[config.mk]
export PLATFORM = sky130hd
export DESIGN_NAME = csr_access_unit
export DESIGN_NICKNAME = d
export VERILOG_FILES = /design/src/rtl/csr_access_unit.sv
export SDC_FILE = /design/constraint.sdc
export NUM_CORES = 1
export LEC_CHECK = 0
export ABC_CLOCK_PERIOD_IN_PS = 3600
export BUFFER_PORTS_ARGS = -buffer_cell sky130_fd_sc_hd__buf_2
export CORE_MARGIN = 2
export CORE_UTILIZATION = 46
export CTS_CLUSTER_DIAMETER = 50
export DETAILED_ROUTE_END_ITERATION = 10
export GPL_TIMING_DRIVEN = 0
export MAX_ROUTING_LAYER = met4
export PLACE_DENSITY = 0.88
export SKIP_CTS_REPAIR_TIMING = 1
export SLEW_MARGIN = 10
export SYNTH_ARGS = -nofsm -noshare
export SYNTH_HDL_FRONTEND = slang
export SYNTH_SLANG_ARGS = --single-unit
[constraint.sdc]
create_clock -name clk_i -period 3.6 [get_ports clk_i]
set_input_delay 0.72 -clock clk_i [delete_from_list [all_inputs] [get_ports clk_i]]
set_output_delay 0.72 -clock clk_i [all_outputs]
set_load 0.03 [all_outputs]
[src/rtl/csr_access_unit.sv]
// ============================================================================
// Module   : csr_access_unit
// Purpose  : Sequences one CSRRW/CSRRS/CSRRC at a time: read probe, optional
//            set/clear-mask write on the shared CSR bus, then response.
// Revision : 1.0
// ============================================================================
`default_nettype none
`timescale 1ns/1ps

module csr_access_unit (
    input  logic        clk_i,
    input  logic        rst_i,
    input  logic        req_valid_i,
    output logic        req_ready_o,
    input  logic [1:0]  req_op_i,
    input  logic [11:0] req_addr_i,
    input  logic [31:0] req_wdata_i,
    input  logic        req_rs_nz_i,
    output logic        csr_en_o,
    output logic [11:0] csr_addr_o,
    output logic [31:0] csr_set_o,
    output logic [31:0] csr_clear_o,
    input  logic        csr_ack_i,
    input  logic [31:0] csr_rdata_i,
    input  logic        flush_i,
    output logic        resp_valid_o,
    input  logic        resp_ready_i,
    output logic [31:0] resp_rdata_o,
    output logic        resp_illegal_o
);

    typedef enum logic [1:0] {
        S_IDLE  = 2'd0,
        S_READ  = 2'd1,
        S_WRITE = 2'd2,
        S_RESP  = 2'd3
    } state_e;

    localparam logic [1:0] OP_ILL = 2'b00;
    localparam logic [1:0] OP_RW  = 2'b01;
    localparam logic [1:0] OP_RS  = 2'b10;
    localparam logic [1:0] OP_RC  = 2'b11;

    state_e      state_q,   state_d;
    logic [1:0]  op_q,      op_d;
    logic [11:0] addr_q,    addr_d;
    logic [31:0] wdata_q,   wdata_d;
    logic        rs_nz_q,   rs_nz_d;
    logic [31:0] rdata_q,   rdata_d;
    logic        illegal_q, illegal_d;
    logic        we;

    always_ff @(posedge clk_i or posedge rst_i) begin
        if (rst_i) begin
            state_q   <= S_IDLE;
            op_q      <= OP_ILL;
            addr_q    <= 12'd0;
            wdata_q   <= 32'd0;
            rs_nz_q   <= 1'b0;
            rdata_q   <= 32'd0;
            illegal_q <= 1'b0;
        end else begin
            state_q   <= state_d;
            op_q      <= op_d;
            addr_q    <= addr_d;
            wdata_q   <= wdata_d;
            rs_nz_q   <= rs_nz_d;
            rdata_q   <= rdata_d;
            illegal_q <= illegal_d;
        end
    end

    always_comb begin
        state_d     = state_q;
        op_d        = op_q;
        addr_d      = addr_q;
        wdata_d     = wdata_q;
        rs_nz_d     = rs_nz_q;
        rdata_d     = rdata_q;
        illegal_d   = illegal_q;
        req_ready_o = 1'b0;
        csr_en_o    = 1'b0;
        csr_set_o   = 32'd0;
        csr_clear_o = 32'd0;
        resp_valid_o = 1'b0;
        // RS/RC with a zero source operand are pure reads
        we          = (op_q == OP_RW) || rs_nz_q;

        case (state_q)
            S_IDLE: begin
                req_ready_o = !flush_i;
                if (req_valid_i && !flush_i) begin
                    op_d      = req_op_i;
                    addr_d    = req_addr_i;
                    wdata_d   = req_wdata_i;
                    rs_nz_d   = req_rs_nz_i;
                    rdata_d   = 32'd0;
                    illegal_d = (req_op_i == OP_ILL);
                    state_d   = (req_op_i == OP_ILL) ? S_RESP : S_READ;
                end
            end
            S_READ: begin
                csr_en_o = 1'b1;
                if (flush_i) begin
                    state_d = S_IDLE;
                end else if (!csr_ack_i || (we && addr_q[11:10] == 2'b11)) begin
                    illegal_d = 1'b1;
                    rdata_d   = 32'd0;
                    state_d   = S_RESP;
                end else begin
                    illegal_d = 1'b0;
                    rdata_d   = csr_rdata_i;
                    state_d   = we ? S_WRITE : S_RESP;
                end
            end
            S_WRITE: begin
                // Strobe is driven even when flushed so the write still commits
                csr_en_o = 1'b1;
                case (op_q)
                    OP_RW: begin
                        csr_set_o   = wdata_q;
                        csr_clear_o = ~wdata_q;
                    end
                    OP_RS:   csr_set_o   = wdata_q;
                    OP_RC:   csr_clear_o = wdata_q;
                    default: ;
                endcase
                state_d = flush_i ? S_IDLE : S_RESP;
            end
            S_RESP: begin
                resp_valid_o = 1'b1;
                if (flush_i || resp_ready_i) begin
                    state_d = S_IDLE;
                end
            end
            default: state_d = S_IDLE;
        endcase
    end

    assign csr_addr_o     = addr_q;
    assign resp_rdata_o   = rdata_q;
    assign resp_illegal_o = illegal_q;

endmodule

`default_nettype wire
==> results.cfg, run 1 <==
[worst_setup_path]
worst_path_largest_cell_delay_ns = 0.42
r2r-start = state_q[0]
critPathBufInv = 3
worst-endpoint-arrival_ns = 2.38
endpoint = csr_set_o[1]
cp-end-kind = primary output
reg2reg_depth = 7
cp_slowest_cell = dfrtp_1
rrSetupSlack_ns = 1.74
crit_cells = 6
cpLargestDelayFamily = buffers and inverters
path_class = reg2out
required_ns = 2.88
start_kind = flip-flop
r2r-end = wdata_q[16]
cp_max_fo = 10
setup.worst_path.start = state_q[0]
crit_chain = inv_1, ha_1, nor2b_1, clkbuf_1, and2_1, buf_2

[layout]
n_fill_cell = 730
layout-drive-gt1-share_pct = 43.6
syn_to_final_growth_pct = 32.8
final_cell_mix = 198 x buf_2, 82 x dfrtp_1, 47 x mux2_1
final_core_util_pct = 62.4
postLayoutCellArea_um2 = 5390
layout.area.seq_um2 = 2050
diodes = 0
multi_input_area_um2 = 1810
nets = 616
final_common_cell = buf_2

[synth]
syn_avg_cell_area_um2 = 12.8
synth_area_um2 = 4060
synth_top_area_share_pct = 50.6
synthTopCellsByArea = dfrtp_1 51%, mux2_1 13%, mux2i_1 8.9%, a22o_1 6.5%, nor2b_1 5.2%
yosysTopAreaCell = dfrtp_1
yosys_warnings = 0
synthesis.nets = 408
ys_types = 27
synth-seq-cells = 82
netlist_instances = 316
synth_seq_area_share_pct = 50.6

[timing]
setup_viol = 0
rsz0062_at_grt = false
max_freq_mhz = 322
slew_violations = 0
period_share_pct = 86.2
finClkSkew_ns = 0.00733
maxSlewHeadroom_pct = 70.0
period_needed_ns = 3.10
hold_viol = 0
worst_pin_slew_ns = 0.447

[route]
wirelength_um = 9550
postRouteAntennaNets = 0
drt_first_pass_iters = 4
dr_total_vias = 3152
wire_per_inst_um = 15.0
drt_iter0_drc = 106
drc = 0
routed_via_density = 4.96

[clock_network]
clock-sinks = 82
root_buffer = clkbuf_8
clk-insertion-delay-late_ns = 0.34
cts_max_path_buffers = 2
clkTransAtPathRegs_ns = 0.08
cts_tree = done
numCtsBuffers = 9
cts_htree_levels = 3

[power_and_ir_drop]
switching_power_mw = 2.03
p_leak_nw = 2.91
seqPwrFrac_pct = 35.9
p_per_area_nw_per_um2 = 853
peakVddDrop_mv = 0.540
p_clk_share_pct = 13.7
internal_power_mw = 2.57
power_mw = 4.59
swShare_pct = 44.1
pwr-share-comb_pct = 50.4

[grt]
grt_usage_pct = 20.5
use_met1_pct = 25.8
grt_pass1_vias = 3228
grt.overflow.total = 0
grt_pass1_wl_um = 15500
top_usage_layer = met2
grt_util_met3_pct = 3.87
grt_use_met2_pct = 34.0
antenna_found_initial = 0
grt_max_degree = 50

[place]
gp_congestion = 0.786
placed_cell_area_um2 = 5200
io_buffers = 196
dp_hpwl_um = 7340

[die]
io_pins = 197
start_util_pct = 47.0
die_w_um = 97.9
die_y_um = 97.9
dieArea_um2 = 9580
rows = 34
coreArea_um2 = 8640

[min_path]
hold_path.class = in2async

[flow_run]
cap_violations = 0

[outcome]
status = complete, no violations
## synthesized netlist by cell type
cell        n
dfrtp_1    82
mux2_1     47
mux2i_1    36
nor2b_1    34
and2_1     32
a22o_1     30
clkbuf_1   12
buf_6      10
ha_1        7
inv_1       4
a22o_4      2
buf_2       2
nand2_1     2
nand2b_1    2
nor2_1      2
a22oi_1     1
buf_4       1
nor2b_2     1
nor4_4      1
o211a_1     1
o21ai_0     1
o21ai_1     1
o21ba_2     1
o22ai_1     1
o2bb2ai_1   1
o32ai_1     1
or2_1       1
## routing by layer
metal  wire [um]  share of wire (%)
met3         618                6.5
met1        4090                 43
met2        4730                 50
met4         112                1.2
met5           0                  0
## cell type report
class / count / share of cell area (%)
buffer: 25 / 3.25
clock buffer: 10 / 2.37
clock inverter: 5 / 1.05
inverter: 4 / 0.325
multi-input combinational: 205 / 33.7
sequential: 82 / 38.1
tap: 108 / 2.51
timing repair buffer: 197 / 18.7
## power groups by stage
stage               Combinational [mW]  Sequential [mW]  Clock [mW]
finish                            2.31             1.65       0.631
global route                      2.48             1.72       0.690
CTS                               2.34             1.65       0.652
detailed placement                2.35             1.65           0
global placement                  2.28             1.64           0
floorplan                         1.30             2.03           0
## cells by family after synthesis
kind of cell,after synthesis,synth area share [%]
simple gates,75,11.8
flops,82,50.6
buf+inv,29,4.69
mux,83,21.9
fa+ha+maj,7,2.16
compound gates,40,8.86
## metrics by stage
stage	cells	worst slack, ns	hold WS, ns	TNS [ns]
global route	636	0.288	0.415	0
finish	636	0.497	0.386	0
CTS	636	0.414	0.390	0
global placement	620	-0.130	0.471	-10.29
detailed placement	621	0.799	0.478	0
floorplan	316	0.772	0.489	0
## registers in the layout (all words and copies together) (netlist names)
register and cells:
op_q 2, wdata_q 32, resp_illegal_o 1, rs_nz_q 1, state_q 2, resp_rdata_o 32, csr_addr_o 12
## how the worst min path moves through the flow
stage	cells past startpoint	slack [ns]	endpoint
6_report	2	0.39	csr_addr_o[7]
3_3_place_gp	1	0.47	csr_addr_o[7]
3_5_place_dp	1	0.48	csr_addr_o[2]
2_1_floorplan	1	0.49	rs_nz_q
5_1_grt	2	0.41	csr_addr_o[3]
4_1_cts	2	0.39	csr_addr_o[2]
## worst register-to-register path, stage by stage (launching register included)
cell and delay, ns:
dfrtp_1 0.40, inv_1 0.11, ha_1 0.25, nor2b_2 0.16
nand2_1 0.08, buf_4 0.21, buf_6 0.19, mux2_1 0.34
Power figures use the tool's default switching activity.
==> run 2: changes to the inputs <==
--- a/config.mk
+++ b/config.mk
@@ -7,3 +7,3 @@
 export LEC_CHECK = 0
-export ABC_CLOCK_PERIOD_IN_PS = 3600
+export ABC_CLOCK_PERIOD_IN_PS = 2900
 export BUFFER_PORTS_ARGS = -buffer_cell sky130_fd_sc_hd__buf_2
==> constraint.sdc (replaced) <==
create_clock -name clk_i -period 2.9 [get_ports clk_i]
set_input_delay 0.58 -clock clk_i [delete_from_list [all_inputs] [get_ports clk_i]]
set_output_delay 0.58 -clock clk_i [all_outputs]
set_load 0.005 [all_outputs]
==> results.cfg, run 2 (synthesis gave the netlist of run 1 again) <==
[timing]
slew_violations = 0
rsz0062_at_grt = false
period_needed_ns = 2.64
hold_viol = 0
finClkSkew_ns = 0.00727
worst_pin_slew_ns = 0.447
period_share_pct = 91.1
maxSlewHeadroom_pct = 70.0
max_freq_mhz = 378
setup_viol = 0

[worst_setup_path]
start_kind = flip-flop
cp-end-kind = primary output
cp_max_fo = 10
path_class = reg2out
worst-endpoint-arrival_ns = 2.06
required_ns = 2.32
reg2reg_depth = 7

[route]
wire_per_inst_um = 15.0
postRouteAntennaNets = 0
dr_total_vias = 3152
routed_via_density = 4.96
drt_first_pass_iters = 4
drc = 0
drt_iter0_drc = 106
wirelength_um = 9540

[layout]
fin_cells = 636
syn_to_final_growth_pct = 33.0
diodes = 0
layout.area.seq_um2 = 2050
layout-drive-gt1-share_pct = 44.3
final_cell_mix = 198 x buf_2, 82 x dfrtp_1, 47 x mux2_1
n_fill_cell = 726
multi_input_area_um2 = 1820
nets = 616
final_core_util_pct = 62.4
postLayoutCellArea_um2 = 5390
final_common_cell = buf_2

[outcome]
status = complete, no violations

[clock_network]
cts_max_path_buffers = 2
clkTransAtPathRegs_ns = 0.08
numCtsBuffers = 9
root_buffer = clkbuf_8
clk-insertion-delay-late_ns = 0.34
clock-sinks = 82
cts_htree_levels = 3
cts_tree = done

[die]
die_w_um = 97.9
start_util_pct = 47.0
die_y_um = 97.9
io_pins = 197
dieArea_um2 = 9580
rows = 34
coreArea_um2 = 8640

[place]
io_buffers = 196
placed_cells = 621
gp_congestion = 0.786
placed_cell_area_um2 = 5200
dp_hpwl_um = 7340

[flow_run]
cap_violations = 0

[grt]
grt_pass1_vias = 3228
grt_usage_pct = 20.5
grt_max_degree = 50
antenna_found_initial = 0
grt_pass1_wl_um = 15500
grt.overflow.total = 0

[power_and_ir_drop]
p_leak_nw = 2.92
peakVddDrop_mv = 0.462
p_per_area_nw_per_um2 = 905

[min_path]
hold_path.class = in2async
[run 2: cell types whose count changed in the layout (fill, tap and decap cells not counted)]
cell,delta
nor2b_2,+1
clkbuf_1,-3
clkbuf_2,+3
nor2b_1,-1
[run 2: worst max-delay path: stages, from the launching register on]
cell	delay, ns
dfrtp_1	0.42
inv_1	0.14
ha_1	0.34
nor2b_2	0.31
clkbuf_2	0.25
and2_1	0.16
buf_2	0.11
[run 2: stage by stage]
stage	power [mW]	hold slack, ns	setup WS [ns]	TNS [ns]
floorplan	3.32	0.489	0.212	0
global placement	4.03	0.471	-0.690	-56.21
detailed placement	4.14	0.478	0.324	0
CTS	4.94	0.250	-0.0609	-0.459
global route	5.24	0.275	0.0595	0
finish	4.88	0.248	0.257	0
[run 2: area by class of cell]
class                      instances  area share (%)
clock buffer                      10            2.37
tap                              108            2.51
buffer                            25            3.32
clock inverter                     5            1.04
inverter                           4           0.325
sequential                        82            38.1
multi-input combinational        205            33.7
timing repair buffer             197            18.7
[run 2: where the power goes]
part	switching, mW	internal [mW]
registers	0.380	1.67
clock network	0.389	0.392
logic	0.930	1.12
total	1.70	3.18
[run 2: worst paths after layout]
kind,slack [ns],from,end
setup / recovery,0.26,state_q[0],csr_set_o[1]
hold / removal,0.25,rst_i,csr_addr_o[2]
setup reg to reg,1.04,state_q[0],wdata_q[16]
hold reg to reg,0.49,csr_addr_o[1],csr_addr_o[1]
max in group asynchronous,2.06,rst_i,wdata_q[22]
min in group clk_i,0.44,req_wdata_i[19],wdata_q[19]
[run 2: layer usage]
metal	wire [um]	vias up	track usage, %
li1	-	1510	-
met2	4710	131	34.0
met4	112	0	5.98
met5	0	-	-
met3	619	11	3.87
met1	4100	1500	25.8
==> run 3: changes to the inputs <==
- MAX_ROUTING_LAYER: met4 -> default
==> results.cfg, run 3 (synthesis gave the netlist of run 1 again) <==
[outcome]
status = complete, no violations

[clock_network]
root_buffer = clkbuf_8
numCtsBuffers = 9
clock-sinks = 82
cts_max_path_buffers = 2
cts_htree_levels = 3
cts_tree = done
clkTransAtPathRegs_ns = 0.08
clk-insertion-delay-late_ns = 0.34

[route]
routed_via_density = 4.96
wirelength_um = 9560
met2_length_um = 4730
wl_met1_um = 4060
drc = 0
dr.max_layer_used = met4
drt_iter0_drc = 91
dr_total_vias = 3157
drt_first_pass_iters = 4
wire_per_inst_um = 15.0
dr_wl_met3_um = 688
postRouteAntennaNets = 0

[timing]
slew_violations = 0
maxSlewHeadroom_pct = 69.9
period_share_pct = 91.6
hold_viol = 0
layout_setup_ws_ns = 0.243
rsz0062_at_grt = false
period_needed_ns = 2.66
setup_viol = 0
worst_pin_slew_ns = 0.448
finClkSkew_ns = 0.0102
max_freq_mhz = 376

[layout]
nets = 616
layout-drive-gt1-share_pct = 44.3
final_common_cell = buf_2
final_cell_mix = 198 x buf_2, 82 x dfrtp_1, 47 x mux2_1
diodes = 0
syn_to_final_growth_pct = 33.0
final_core_util_pct = 62.4

[worst_setup_path]
cp-end-kind = primary output
critPathBufInv = 3
cpLargestDelayFamily = buffers and inverters
path_class = reg2out
start_kind = flip-flop
cp_slowest_cell = dfrtp_1
worst_path_largest_cell_delay_ns = 0.42
required_ns = 2.32
crit_chain = inv_1, ha_1, nor2b_2, clkbuf_2, and2_1, buf_2
cp_max_fo = 10
worst-endpoint-arrival_ns = 2.08

[place]
io_buffers = 196
dp_hpwl_um = 7340
place_ws_ns = 0.324
gp_congestion = 0.775

[flow_run]
cap_violations = 0

[die]
coreArea_um2 = 8640
start_util_pct = 47.0
die_y_um = 97.9
die_w_um = 97.9
rows = 34
dieArea_um2 = 9580
io_pins = 197

[power_and_ir_drop]
p_leak_nw = 2.92
peakVddDrop_mv = 0.464
p_per_area_nw_per_um2 = 906

[min_path]
hold_path.class = in2async

[grt]
grt_max_degree = 50
grt_usage_pct = 19.9
grt_pass1_wl_um = 15500
grt.overflow.total = 0
antenna_found_initial = 0
grt_pass1_vias = 3214
-- run 3: cell counts in the layout (fill, tap and decap cells not counted) --
No cell type changed its count.
-- run 3: layout make-up --
cell class,instances,area (um^2)
flip-flops and latches,82,2050
multi-input cells,205,1820
clock buffers,10,128
inverters,4,17.5
repair buffers,197,1010
fillers,726,3240
well taps,108,135
plain buffers,25,179
clock inverters,5,56.3
-- run 3: stage by stage --
| stage | cell area (um^2) | setup TNS, ns | total power [mW] | hold WS, ns | instances |
|---|---|---|---|---|---|
| 4_1_cts | 5390 | -0.459 | 4.94 | 0.250 | 636 |
| 3_3_place_gp | 5170 | -56.21 | 4.03 | 0.471 | 620 |
| 6_report | 5390 | 0 | 4.88 | 0.242 | 636 |
| 3_5_place_dp | 5200 | 0 | 4.14 | 0.478 | 621 |
| 2_1_floorplan | 4060 | 0 | 3.32 | 0.489 | 316 |
| 5_1_grt | 5390 | 0 | 5.25 | 0.273 | 636 |
-- run 3: per-layer routing --
layer	GRT usage, %	vias to the layer above
li1	-	1509
met1	25.5	1502
met2	33.8	137
met3	4.65	9
met4	5.98	0
met5	0	-
-- run 3: worst paths after layout --
path,from,to,slack (ns),cells after the start
max,state_q[0],csr_set_o[1],0.24,6
min,rst_i,csr_addr_o[2],0.24,2
max reg2reg,state_q[0],wdata_q[6],1.03,7
min reg2reg,csr_addr_o[1],csr_addr_o[1],0.49,1
max in group asynchronous,rst_i,wdata_q[22],2.06,3
min in group clk_i,req_wdata_i[19],wdata_q[19],0.44,2
-- run 3: power breakdown --
part	switching (mW)	internal, mW	leakage, nW
sequential	0.381	1.67	1.03
clock	0.393	0.392	0.0921
combinational	0.930	1.12	1.80
total	1.70	3.18	2.92
